--- config.mk ---
export PLATFORM = sky130hd
export DESIGN_NAME = exec_sequencer
export DESIGN_NICKNAME = d
export VERILOG_FILES = /design/src/rtl/exec_sequencer_pkg.sv /design/src/rtl/exec_sequencer_dly_cnt.sv /design/src/rtl/exec_sequencer.sv
export SDC_FILE = /design/constraint.sdc
export NUM_CORES = 1
export LEC_CHECK = 0
export CAP_MARGIN = 5
export CORE_ASPECT_RATIO = 0.6
export CORE_MARGIN = 4
export CORE_UTILIZATION = 45
export CTS_CLUSTER_SIZE = 12
export DETAILED_ROUTE_END_ITERATION = 10
export DONT_BUFFER_PORTS = 1
export HOLD_SLACK_MARGIN = 0.1
export SLEW_MARGIN = 20
export SYNTH_ARGS = -nofsm -noshare
export SYNTH_HDL_FRONTEND = slang
export SYNTH_HIERARCHICAL = 1
export SYNTH_SLANG_ARGS = --single-unit
--- constraint.sdc ---
create_clock -name clk -period 5.9 [get_ports clk]
set_clock_uncertainty 0.05 [all_clocks]
set_input_delay 1.475 -clock clk [delete_from_list [all_inputs] [get_ports clk]]
set_output_delay 1.475 -clock clk [all_outputs]
set_load 0.02 [all_outputs]
--- src/rtl/exec_sequencer_pkg.sv ---
// exec_sequencer_pkg: shared widths, delay sentinel, watchdog limit and state encoding
package exec_sequencer_pkg;
    localparam int OPR_W = 5;
    localparam int DLY_W = 8;
    localparam int TMO_W = 12;
    localparam logic [DLY_W-1:0] DLY_WAIT = 8'd255;
    // Last WAIT cycle index (0-based) before the watchdog fires: 4095 cycles in WAIT
    localparam logic [TMO_W-1:0] TMO_LAST = 12'd4094;
    typedef enum logic [1:0] {S_IDLE, S_COUNT, S_WAIT, S_WB} state_e;
endpackage

--- src/rtl/exec_sequencer_dly_cnt.sv ---
// exec_sequencer_dly_cnt: loadable delay down-counter with zero flag
module exec_sequencer_dly_cnt
    import exec_sequencer_pkg::*;
(
    input  logic             clk,
    input  logic             rst_n,
    input  logic             load,
    input  logic [DLY_W-1:0] load_val,
    input  logic             dec,
    output logic             zero
);
    logic [DLY_W-1:0] cnt_q, cnt_d;
    // Load has priority; decrement saturates at zero
    always_comb cnt_d = load ? load_val : (dec && cnt_q != '0) ? cnt_q - DLY_W'(1) : cnt_q;
    // Counter register
    always_ff @(posedge clk or negedge rst_n)
        if (!rst_n) cnt_q <= '0;
        else cnt_q <= cnt_d;
    assign zero = (cnt_q == '0);
endmodule

--- src/rtl/exec_sequencer.sv ---
// exec_sequencer: times instruction write-back by fixed delay or ALU completion, with flush and watchdog
module exec_sequencer
    import exec_sequencer_pkg::*;
(
    input  logic             clk,
    input  logic             rst_n,
    input  logic             issue_vld,
    input  logic [OPR_W-1:0] opr_typ_sel,
    input  logic             src_dst_delay_sel,
    input  logic [DLY_W-1:0] src_dst_delay,
    input  logic             alu_done,
    input  logic             flush,
    output logic             issue_rdy,
    output logic             busy,
    output logic             wb_en,
    output logic [OPR_W-1:0] wb_opr,
    output logic             flushed,
    output logic             tmo_err
);
    state_e           state_q, state_d;
    logic [OPR_W-1:0] opr_q, opr_d, wb_opr_q, wb_opr_d;
    logic [TMO_W-1:0] tmo_q, tmo_d;
    logic             wb_en_q, wb_en_d, flushed_q, flushed_d, tmo_err_q, tmo_err_d;
    logic             accept, load, dec, zero;
    logic [DLY_W-1:0] load_val;

    // WB is entered on the edge that ends cycle N-1, so COUNT holds N-2 down to 0; N<=1 skips COUNT
    assign load_val = (src_dst_delay <= DLY_W'(1)) ? '0 : src_dst_delay - DLY_W'(2);

    exec_sequencer_dly_cnt u_dly_cnt (
        .clk      (clk),
        .rst_n    (rst_n),
        .load     (load),
        .load_val (load_val),
        .dec      (dec),
        .zero     (zero)
    );

    // Next-state and registered-output logic; flush beats alu_done, alu_done beats watchdog
    always_comb begin
        state_d   = state_q;
        opr_d     = opr_q;
        tmo_d     = '0;
        tmo_err_d = tmo_err_q;
        flushed_d = 1'b0;
        load      = 1'b0;
        dec       = 1'b0;
        accept    = issue_vld && src_dst_delay_sel && !flush;
        case (state_q)
            S_IDLE: if (accept) begin
                opr_d   = opr_typ_sel;
                load    = 1'b1;
                state_d = (src_dst_delay == DLY_WAIT) ? S_WAIT :
                          (src_dst_delay <= DLY_W'(1)) ? S_WB : S_COUNT;
            end
            S_COUNT: begin
                dec = 1'b1;
                if (flush) begin
                    state_d   = S_IDLE;
                    flushed_d = 1'b1;
                end else if (zero) state_d = S_WB;
            end
            S_WAIT: begin
                tmo_d = tmo_q + TMO_W'(1);
                if (flush) begin
                    state_d   = S_IDLE;
                    flushed_d = 1'b1;
                end else if (alu_done) state_d = S_WB;
                else if (tmo_q == TMO_LAST) begin
                    state_d   = S_IDLE;
                    tmo_err_d = 1'b1;
                end
            end
            default: state_d = S_IDLE;
        endcase
        wb_en_d  = (state_d == S_WB);
        wb_opr_d = wb_en_d ? opr_d : wb_opr_q;
    end

    // State and output registers
    always_ff @(posedge clk or negedge rst_n)
        if (!rst_n) begin
            state_q   <= S_IDLE;
            opr_q     <= '0;
            wb_opr_q  <= '0;
            tmo_q     <= '0;
            wb_en_q   <= 1'b0;
            flushed_q <= 1'b0;
            tmo_err_q <= 1'b0;
        end else begin
            state_q   <= state_d;
            opr_q     <= opr_d;
            wb_opr_q  <= wb_opr_d;
            tmo_q     <= tmo_d;
            wb_en_q   <= wb_en_d;
            flushed_q <= flushed_d;
            tmo_err_q <= tmo_err_d;
        end

    assign issue_rdy = (state_q == S_IDLE);
    assign busy      = (state_q != S_IDLE);
    assign wb_en     = wb_en_q;
    assign wb_opr    = wb_opr_q;
    assign flushed   = flushed_q;
    assign tmo_err   = tmo_err_q;
endmodule

### Word-level counts from Yosys, hierarchy flattened

Cells that the tools add are included.

| cells by class | value |
|---|---|
| add/subtract/negate cells | 3 |
| magnitude comparators | 1 |
| eq/ne operators | 5 |
| multiplexer cells | 20 |
| bitwise logic cells | 2 |
| reduce and logical (&&, ||, !) cells | 11 |

Operators by type and width:

| operator | number |
|---|---|
| $mux W8 | 3 |
| $mux W2 | 8 |
| $add A12 B1 Y12 const B | 1 |
| $eq A12 B12 Y1 const B | 1 |
| $mux W12 | 1 |
| $mux W5 | 2 |
| $eq A8 B8 Y1 const B | 1 |
| $le A8 B1 Y1 const B | 1 |
| $logic_not A8 Y1 | 1 |
| $reduce_bool A8 Y1 | 1 |
| $sub A8 B1 Y8 const B | 1 |
| $sub A8 B2 Y8 const B | 1 |
| $pmux W2 S3 | 1 |
| $mux W1 | 5 |
| $eq A2 B2 Y1 const B | 2 |
| $reduce_and A4 Y1 | 1 |
| $reduce_bool A2 Y1 | 2 |
| $logic_and A1 B1 Y1 | 3 |
| $eq A2 B1 Y1 const B | 1 |
| $logic_not A2 Y1 | 1 |
| $not A1 Y1 | 2 |
| $reduce_or A2 Y1 | 1 |
| $logic_not A1 Y1 | 1 |

| word-level totals | value |
|---|---|
| bits in registers | 35 |
| input port bits | 19 |
| logic and storage cells | 50 |

### Logic depth before layout (Yosys ltp)

Gate-level depths: netlist (run 1).

| depth | value |
|---|---|
| depth after elaboration | 6 |
| gate-level depth with buffers | 9 |
| mapped depth without buffers | 9 |

### Hierarchy

Netlist (run 1), hierarchy kept.

Modules (own cells, without submodules):

| module | times used | cells an instance | area an instance (µm²) | sequential area each (µm²) |
|---|---|---|---|---|
| exec_sequencer | 1 | 137 | 1480.2 | 675.6 |
| exec_sequencer_dly_cnt | 1 | 58 | 528.0 | 200.2 |

### Least setup slack after synthesis (run 1)

OpenSTA, ideal clock, no wires.

| path | value |
|---|---|
| path type | input to register |
| start | input src_dst_delay[3] |
| end | register wb_opr_q[0], in the netlist wb_opr[0] |
| arrival | 3.029 ns |
| path slack | 2.696 ns |
| stages on the path | 5 |
| path through | or4_4 > nor4_4 > o221ai_2 > a2bb2oi_4 > mux2_2 |

| between the ends | value |
|---|---|
| longest elaborated chain between the ends | 6 |
| elaborated cells between the ends (all ways) | 7 |

RTL lines:

| element | line | source |
|---|---|---|
| start: declaration | exec_sequencer.sv:10 | `input logic [DLY_W-1:0] src_dst_delay,` |
| $le A8 B1 Y1 | exec_sequencer.sv:54 | `(src_dst_delay <= DLY_W'(1)) ? S_WB : S_COUNT;` |
| $mux W2 | exec_sequencer.sv:54 |  |
| $mux W2 (*) | exec_sequencer.sv:53 | `state_d = (src_dst_delay == DLY_WAIT) ? S_WAIT :` |
| $mux W2 (*) | exec_sequencer.sv:50 | `S_IDLE: if (accept) begin` |
| $pmux W2 S3 (*) | exec_sequencer.sv:49 | `case (state_q)` |
| $eq A2 B2 Y1 (*) | exec_sequencer.sv:76 | `wb_en_d = (state_d == S_WB);` |
| via wb_en_d | exec_sequencer.sv:23 | `logic wb_en_q, wb_en_d, flushed_q, flushed_d, tmo_err_q, tmo_err_d;` |
| end signal: assignment | exec_sequencer.sv:93 | `wb_opr_q <= wb_opr_d;` |
| end: declaration | exec_sequencer.sv:21 | `logic [OPR_W-1:0] opr_q, opr_d, wb_opr_q, wb_opr_d;` |

The timed path passes the listed nets; every way through them passes the cells marked *.
A chain may end at the register's enable or synchronous reset.

### Worst setup path after layout (run 1)

| path | value |
|---|---|
| start | input flush |
| end | register u_dly_cnt.cnt_q[7] |

| between the ends | value |
|---|---|
| longest elaborated chain between the ends | 5 |
| elaborated cells between the ends (all ways) | 6 |

RTL lines:

| element | line | source |
|---|---|---|
| start: declaration | exec_sequencer.sv:12 | `input logic flush,` |
| $logic_not A1 Y1 (*) | exec_sequencer.sv:48 | `accept = issue_vld && src_dst_delay_sel && !flush;` |
| $logic_and A1 B1 Y1 (*) | exec_sequencer.sv:48 |  |
| $mux W1 (*) | exec_sequencer.sv:50 |  |
| $mux W1 (*) | exec_sequencer.sv:49 |  |
| via load | exec_sequencer.sv:24 | `logic accept, load, dec, zero;` |
| $mux W8 / $reduce_bool A2 Y1 (equally long branches) | -- |  |
| end signal: assignment | exec_sequencer_dly_cnt.sv:18 | `else cnt_q <= cnt_d;` |
| end: declaration | exec_sequencer_dly_cnt.sv:12 | `logic [DLY_W-1:0] cnt_q, cnt_d;` |

Marked as above.

==> run_results.csv, run 1 <==
group,metric,value,unit
floorplan,fp.dieArea,5630,um2
final_layout,finish.net_count,227,
critical_path,worstPathCellList,"and3b_1 -> nand2_1 -> inv_1 -> clkinv_1 -> o311a_1 -> a221o_1",
final_layout,multi_input_comb_area,1070,um2
drt,wl,4360,um
sta,timing.final.max_slew_violations,0,
place,post-place-ws,2.49,ns
clock_tree,cts_resized,0,
job,max_cap_viol_count,0,
hold_path,hold_path.class,"register to register",
clock_tree,worst_skew_pair.late_latency,0.28,ns
logic_synthesis,post_synth_inst_count,195,
power,powerDensity,408,nW/um2
run_status,run_status,"completed",
final_layout,area_delta_synth_final,8.72,%
logic_synthesis,ys_warn_count,6,
clock_tree,numCtsBuffers,5,
logic_synthesis,ys_top_cells_by_count,"dfrtp_1 (35), nor2_1 (15), mux2_2 (12)",
drt,drc,0,
drt,wl_per_cell,16.8,um
critical_path,worstPathArrival,3.26,ns
clock_tree,postCtsSetupBuffers,0,
place,detailed_place.area,2070,um2
logic_synthesis,synth_fp_nets,223,
critical_path,max_stage_delay,0.41,ns
critical_path,cp_slowest_cell,"inv_1",
sta,worst_slew_margin_rel,54.3,%
floorplan,initial_core_util,47.7,%
logic_synthesis,yosys.cell_types.count,51,
grt,grt_start_max_net_pins,36,
place,place.port_buffers,0,
floorplan,io_pins,29,
final_layout,fillCellCount,386,
critical_path,path_class,"input pin to register",
critical_path,worst_setup_path_end_kind,"register",
sta,post-route-worst-setup-slack,2.76,ns
logic_synthesis,postSynth.topFlopCell,"dfrtp_1",
logic_synthesis,netlist_top_cells_area,"dfrtp_1 (44%), mux2_2 (6.7%), ha_1 (5.6%)",
clock_tree,clock_tree.buffer_depth,2,
grt,grt_use_met3,6.16,%
sta,worstMarginPinSlew,0.679,ns
logic_synthesis,synth_area_per_cell,10.3,um2
sta,timing.setup.tns,0,ns
power,irDropWorstVdd,0.178,mV
drt,avgViaCountPerCell,5.86,
clock_tree,cts.sink_count,35,
logic_synthesis,yosys.area.top_type_share,43.6,%
power,p_leak,0.931,nW
logic_synthesis,postSynth.asyncResetShare,100,%
final_layout,share_of_layout_cells_above_drive_strength_1,14.5,%
logic_synthesis,synth-edff-count,0,
clock_tree,post_cts_hold_buffer_count,0,
grt,grtUsageTotal,17.7,%
final_layout,post-route-cell-area,2180,um2
floorplan,die-width,94.2,um
critical_path,crit_path_max_fanout,14,
sta,final.period_utilization,53.2,%
final_layout,layout.area.seq,876,um2
critical_path,cp.buffers_inverters,2,
sta,rsz0062_at_grt,"no",
grt,grt_antenna_before_repair,0,
critical_path,critPathTopFamily,"buffers and inverters",
critical_path,required_time_worst_endpoint,6.02,ns
logic_synthesis,synthesis.area,2010,um2
floorplan,fp.dieH,59.7,um
grt,global_routing_met2_resource_utilization,24.5,%
sta,achievable-frequency,319,MHz
logic_synthesis,synth_top_cell_by_area,"dfrtp_1",
critical_path,worst_setup_path_start_kind,"input pin",
logic_synthesis,ys_seq_area_share,43.6,%
final_layout,n_antenna_cell,0,
grt,first_global_vias,1561,
place,routabilityCongestion,0.833,
grt,grt.overflow.total,0,
sta,min_period,3.14,ns
sta,finalSetupViolations,0,
clock_tree,cts_htree_levels,2,
drt,detailroute.via_count,1524,
grt,grt_util_met1,25.8,%
logic_synthesis,synth_seq_cells,35,
grt,grt_pass1_wl,7550,um
clock_tree,clk_transition_reported_paths,0.07,ns
floorplan,fp-row-count,18,
grt,gr-max-usage-layer,"met1",
sta,hold_viol,0,
clock_tree,cts_tree,"built",
floorplan,design.core.area,4210,um2
clock_tree,ctsRootBufferMaster,"clkbuf_8",
drt,drt-initial-drc-count,119,
logic_synthesis,most_numerous_cell_in_the_yosys_netlist,"dfrtp_1",
place,detailedPlacementHpwl,3250,um
drt,postRouteAntennaNets,0,
drt,drt_first_pass_iters,4,
==> final timing paths <==
check / endpoint / from / slack, ns / depth (start not counted)
min in group asynchronous: tmo_q[6] / rst_n / 0.83 / 0
setup / recovery: u_dly_cnt/cnt_q[7] / flush / 2.76 / 6
hold reg to reg: opr_q[2] / opr_q[2] / 0.44 / 1
max in group asynchronous: u_dly_cnt/cnt_q[5] / rst_n / 4.89 / 0
hold / removal: opr_q[2] / opr_q[2] / 0.44 / 1
setup reg to reg: wb_opr[0] / u_dly_cnt/cnt_q[0] / 3.13 / 9
==> power breakdown <==
part	total [mW]	internal (mW)	switching, mW
Sequential	0.409	0.315	0.0946
Clock	0.213	0.126	0.0870
Combinational	0.269	0.126	0.143
Total	0.891	0.566	0.325
==> stage by stage <==
step / instances / total power, mW / hold WS [ns] / utilization (%)
2_1_floorplan: 195 / 0.613 / 0.417 / -
3_3_place_gp: 252 / 0.662 / 0.433 / 49.2
3_5_place_dp: 252 / 0.678 / 0.430 / 49.2
4_1_cts: 260 / 0.895 / 0.446 / 51.8
5_1_grt: 260 / 0.953 / 0.459 / 51.8
6_report: 260 / 0.891 / 0.443 / 51.8
==> metal layers <==
layer	routed length (um)	part of all wire, %	vias up
met5	0	0	-
met4	29	0.67	0
met3	356	8.2	6
met2	1770	41	58
met1	2210	51	743
li1	-	-	717
==> sequential cells by signal, indices dropped and copies added, names as in the netlist <==
register / count
tmo_q: 12
u_dly_cnt/cnt_q: 8
opr_q: 5
wb_opr: 5
state_q: 2
flushed: 1
tmo_err: 1
wb_en: 1
==> cells in the final DEF (no fill, tap or decap), types with 3 or more instances in the layout <==
cell      count
a21oi_1       5
and2_1        9
clkbuf_8      5
dfrtp_1      35
ha_1          9
inv_1        11
mux2_2       12
nand2_1       8
nand3_1       8
nand4_1       6
nor2_1       15
nor2b_1       5
nor3_1        6
nor3b_1       3
o21ai_0       6
or3_1         3
or4_1         3
xnor2_1       8
xor2_1        3
==> cell type report <==
cell class / instances / area share, %
well taps: 60 / 3.44
clock inverters: 3 / 2.01
flip-flops and latches: 35 / 40.1
clock buffers: 5 / 3.15
inverters: 12 / 2.06
multi-input cells: 145 / 49.2
==> cells by family after synthesis <==
group | count (synthesis) | share of synthesized area (%)
DFF | 35 | 43.6
adders and majority gates | 9 | 5.61
buffers and inverters | 15 | 2.87
and+or+nand+nor | 79 | 22.9
xor gates and xnor gates | 11 | 4.80
AOI/OAI and AO/OA | 34 | 13.5
muxes | 12 | 6.73
Power figures use the tool's default switching activity.
==> run 2, diff against run 1 <==
==> constraint.sdc (replaced) <==
create_clock -name clk -period 2.9 [get_ports clk]
set_clock_uncertainty 0.05 [all_clocks]
set_input_delay 0.725 -clock clk [delete_from_list [all_inputs] [get_ports clk]]
set_output_delay 0.725 -clock clk [all_outputs]
set_load 0.02 [all_outputs]
==> run 2 against run 1 <==
  * Sequential share of layout area decreased by 0.88 points
  * Power increased by 110%
  * Via count decreased by 2.2%
  * Combinational power increased by 110%
  * Setup slack got worse by 2.5 ns
==> run_results.csv, run 2 (synthesis results as in run 1) <==
group,metric,value,unit
run_status,run_status,"completed",
critical_path,path_class,"register to register",
power,irDropWorstVdd,0.377,mV
grt,grt_util_met1,26.2,%
final_layout,largest_registers,"tmo_q x12, u_dly_cnt/cnt_q x8",
final_layout,biggest_register,"tmo_q",
clock_tree,clock_tree.buffer_depth,2,
sta,min_period,2.64,ns
final_layout,area_delta_synth_final,11.2,%
grt,gr-max-usage-layer,"met1",
critical_path,worst_setup_path_end_kind,"register",
sta,hold_viol,0,
power,combPwrFrac,30.5,%
critical_path,r2r_slack,0.26,ns
drt,avgViaCountPerCell,5.64,
clock_tree,cts.sink_count,35,
power,p_leak,0.959,nW
place,place.port_buffers,0,
clock_tree,numCtsBuffers,5,
drt,drt-initial-drc-count,120,
floorplan,io_pins,29,
floorplan,fp.dieArea,5630,um2
place,dp_cells,255,
clock_tree,ctsRootBufferMaster,"clkbuf_8",
clock_tree,worst_skew_pair.late_latency,0.29,ns
sta,rsz0062_at_grt,"no",
critical_path,max_stage_delay,0.49,ns
sta,achievable-frequency,379,MHz
clock_tree,clk_transition_reported_paths,0.07,ns
floorplan,design.core.area,4210,um2
floorplan,fp.dieH,59.7,um
floorplan,fp-row-count,18,
floorplan,initial_core_util,47.7,%
drt,drt_first_pass_iters,4,
grt,grt_use_met3,6.54,%
critical_path,cp_slowest_cell,"or3b_2",
critical_path,worst_setup_path_start_kind,"register",
final_layout,n_antenna_cell,0,
critical_path,worstPathCellList,"inv_1 -> ha_1 -> or3b_2 -> nor2_1 -> o21a_1 -> a21oi_1 -> o22ai_2 -> a2bb2oi_4 -> mux2_2",
power,cell_internal_power,1.16,mW
job,max_cap_viol_count,0,
grt,grt_antenna_before_repair,0,
grt,grtUsageTotal,17.5,%
final_layout,layout.cells.most_common,"dfrtp_1",
grt,grt.overflow.total,0,
grt,global_routing_met2_resource_utilization,23.1,%
power,powerDensity,820,nW/um2
sta,timing.final.max_slew_violations,0,
drt,postRouteAntennaNets,0,
drt,drc,0,
critical_path,required_time_worst_endpoint,3.02,ns
final_layout,fin_cells,264,
critical_path,crit_path_max_fanout,6,
sta,worstMarginPinSlew,0.706,ns
power,power.clock.fraction,23.9,%
hold_path,hold_path.class,"input pin to async pin",
grt,grt_start_max_net_pins,36,
power,netSwitchingPower,0.669,mW
critical_path,worstPathArrival,2.76,ns
sta,timing.hold.ws,0.216,ns
sta,final.period_utilization,91.0,%
place,routabilityCongestion,0.841,
drt,wl_per_cell,16.5,um
final_layout,share_of_layout_cells_above_drive_strength_1,16.7,%
drt,detailroute.via_count,1490,
place,detailedPlacementHpwl,3280,um
final_layout,mostFrequentLayoutCells,"dfrtp_1 (35), nor2_1 (15), mux2_2 (12)",
grt,first_global_vias,1460,
final_layout,finish.net_count,231,
power,pwr-share-seq,45.6,%
grt,grt_pass1_wl,7330,um
clock_tree,cts_tree,"built",
final_layout,max_reg_flops,12,
drt,wl,4360,um
floorplan,die-width,94.2,um
final_layout,post_route_core_utilization,53.0,%
power,switching_share,36.6,%
sta,timing.setup.tns,0,ns
sta,finalSetupViolations,0,
sta,worst_slew_margin_rel,52.9,%
clock_tree,cts_htree_levels,2,
==> run 2: timing repair <==
action                     4_1_cts  5_1_grt
buffers inserted                 0        0
hold endpoints to repair        35        0
gates resized for setup          0        1
hold buffers                     1        0
setup endpoints to repair        0        2
==> run 2: worst paths after layout <==
path                            depth (start not counted)                  to                from
worst max-delay path                                    9           wb_opr[0]  u_dly_cnt/cnt_q[0]
worst min-delay path                                    1           tmo_q[10]               rst_n
worst max register to register                          9           wb_opr[0]  u_dly_cnt/cnt_q[0]
worst min register to register                          1            opr_q[3]            opr_q[3]
max in group asynchronous                               1  u_dly_cnt/cnt_q[6]               rst_n
min in group clk                                        1            opr_q[3]            opr_q[3]
==> run 2: critical path: cells and delay by family (launching register included) <==
kind | cells | cell delay (ns)
buffers and inverters | 1 | 0.11
flip-flops | 1 | 0.40
AO/OA/AOI/OAI | 4 | 0.67
multiplexers | 1 | 0.36
AND/OR/NAND/NOR | 2 | 0.72
adder cells (fa/ha/maj) | 1 | 0.20
==> run 2: power by group through the flow <==
stage / combinational (mW) / clock [mW] / sequential (mW)
2_1_floorplan: 0.451 / 0 / 0.796
3_3_place_gp: 0.522 / 0 / 0.830
3_5_place_dp: 0.546 / 0 / 0.837
4_1_cts: 0.560 / 0.449 / 0.832
5_1_grt: 0.627 / 0.482 / 0.855
6_report: 0.558 / 0.437 / 0.835
==> run 2: stage by stage <==
step                area, um2  power (mW)  worst slack (ns)
global placement         2090        1.35             0.302
detailed placement       2090        1.38             0.189
finish                   2230        1.83             0.261
CTS                      2230        1.84             0.166
floorplan                2010        1.25             0.446
global route             2230        1.96             0.116
==> run 2: layer usage <==
layer	part of all wire [%]	vias to the layer above
met5	0	-
met4	0.71	0
met3	10	5
met2	38	43
met1	51	722
li1	-	720
==> run 2: cell type report <==
| class | instances | area, um2 |
|---|---|---|
| clock inverters | 3 | 43.8 |
| inverters | 12 | 45.0 |
| well taps | 60 | 75.1 |
| fillers | 385 | 1980 |
| repair buffers | 4 | 42.5 |
| clock buffers | 5 | 68.8 |
| flip-flops and latches | 35 | 876 |
| multi-input cells | 145 | 1080 |
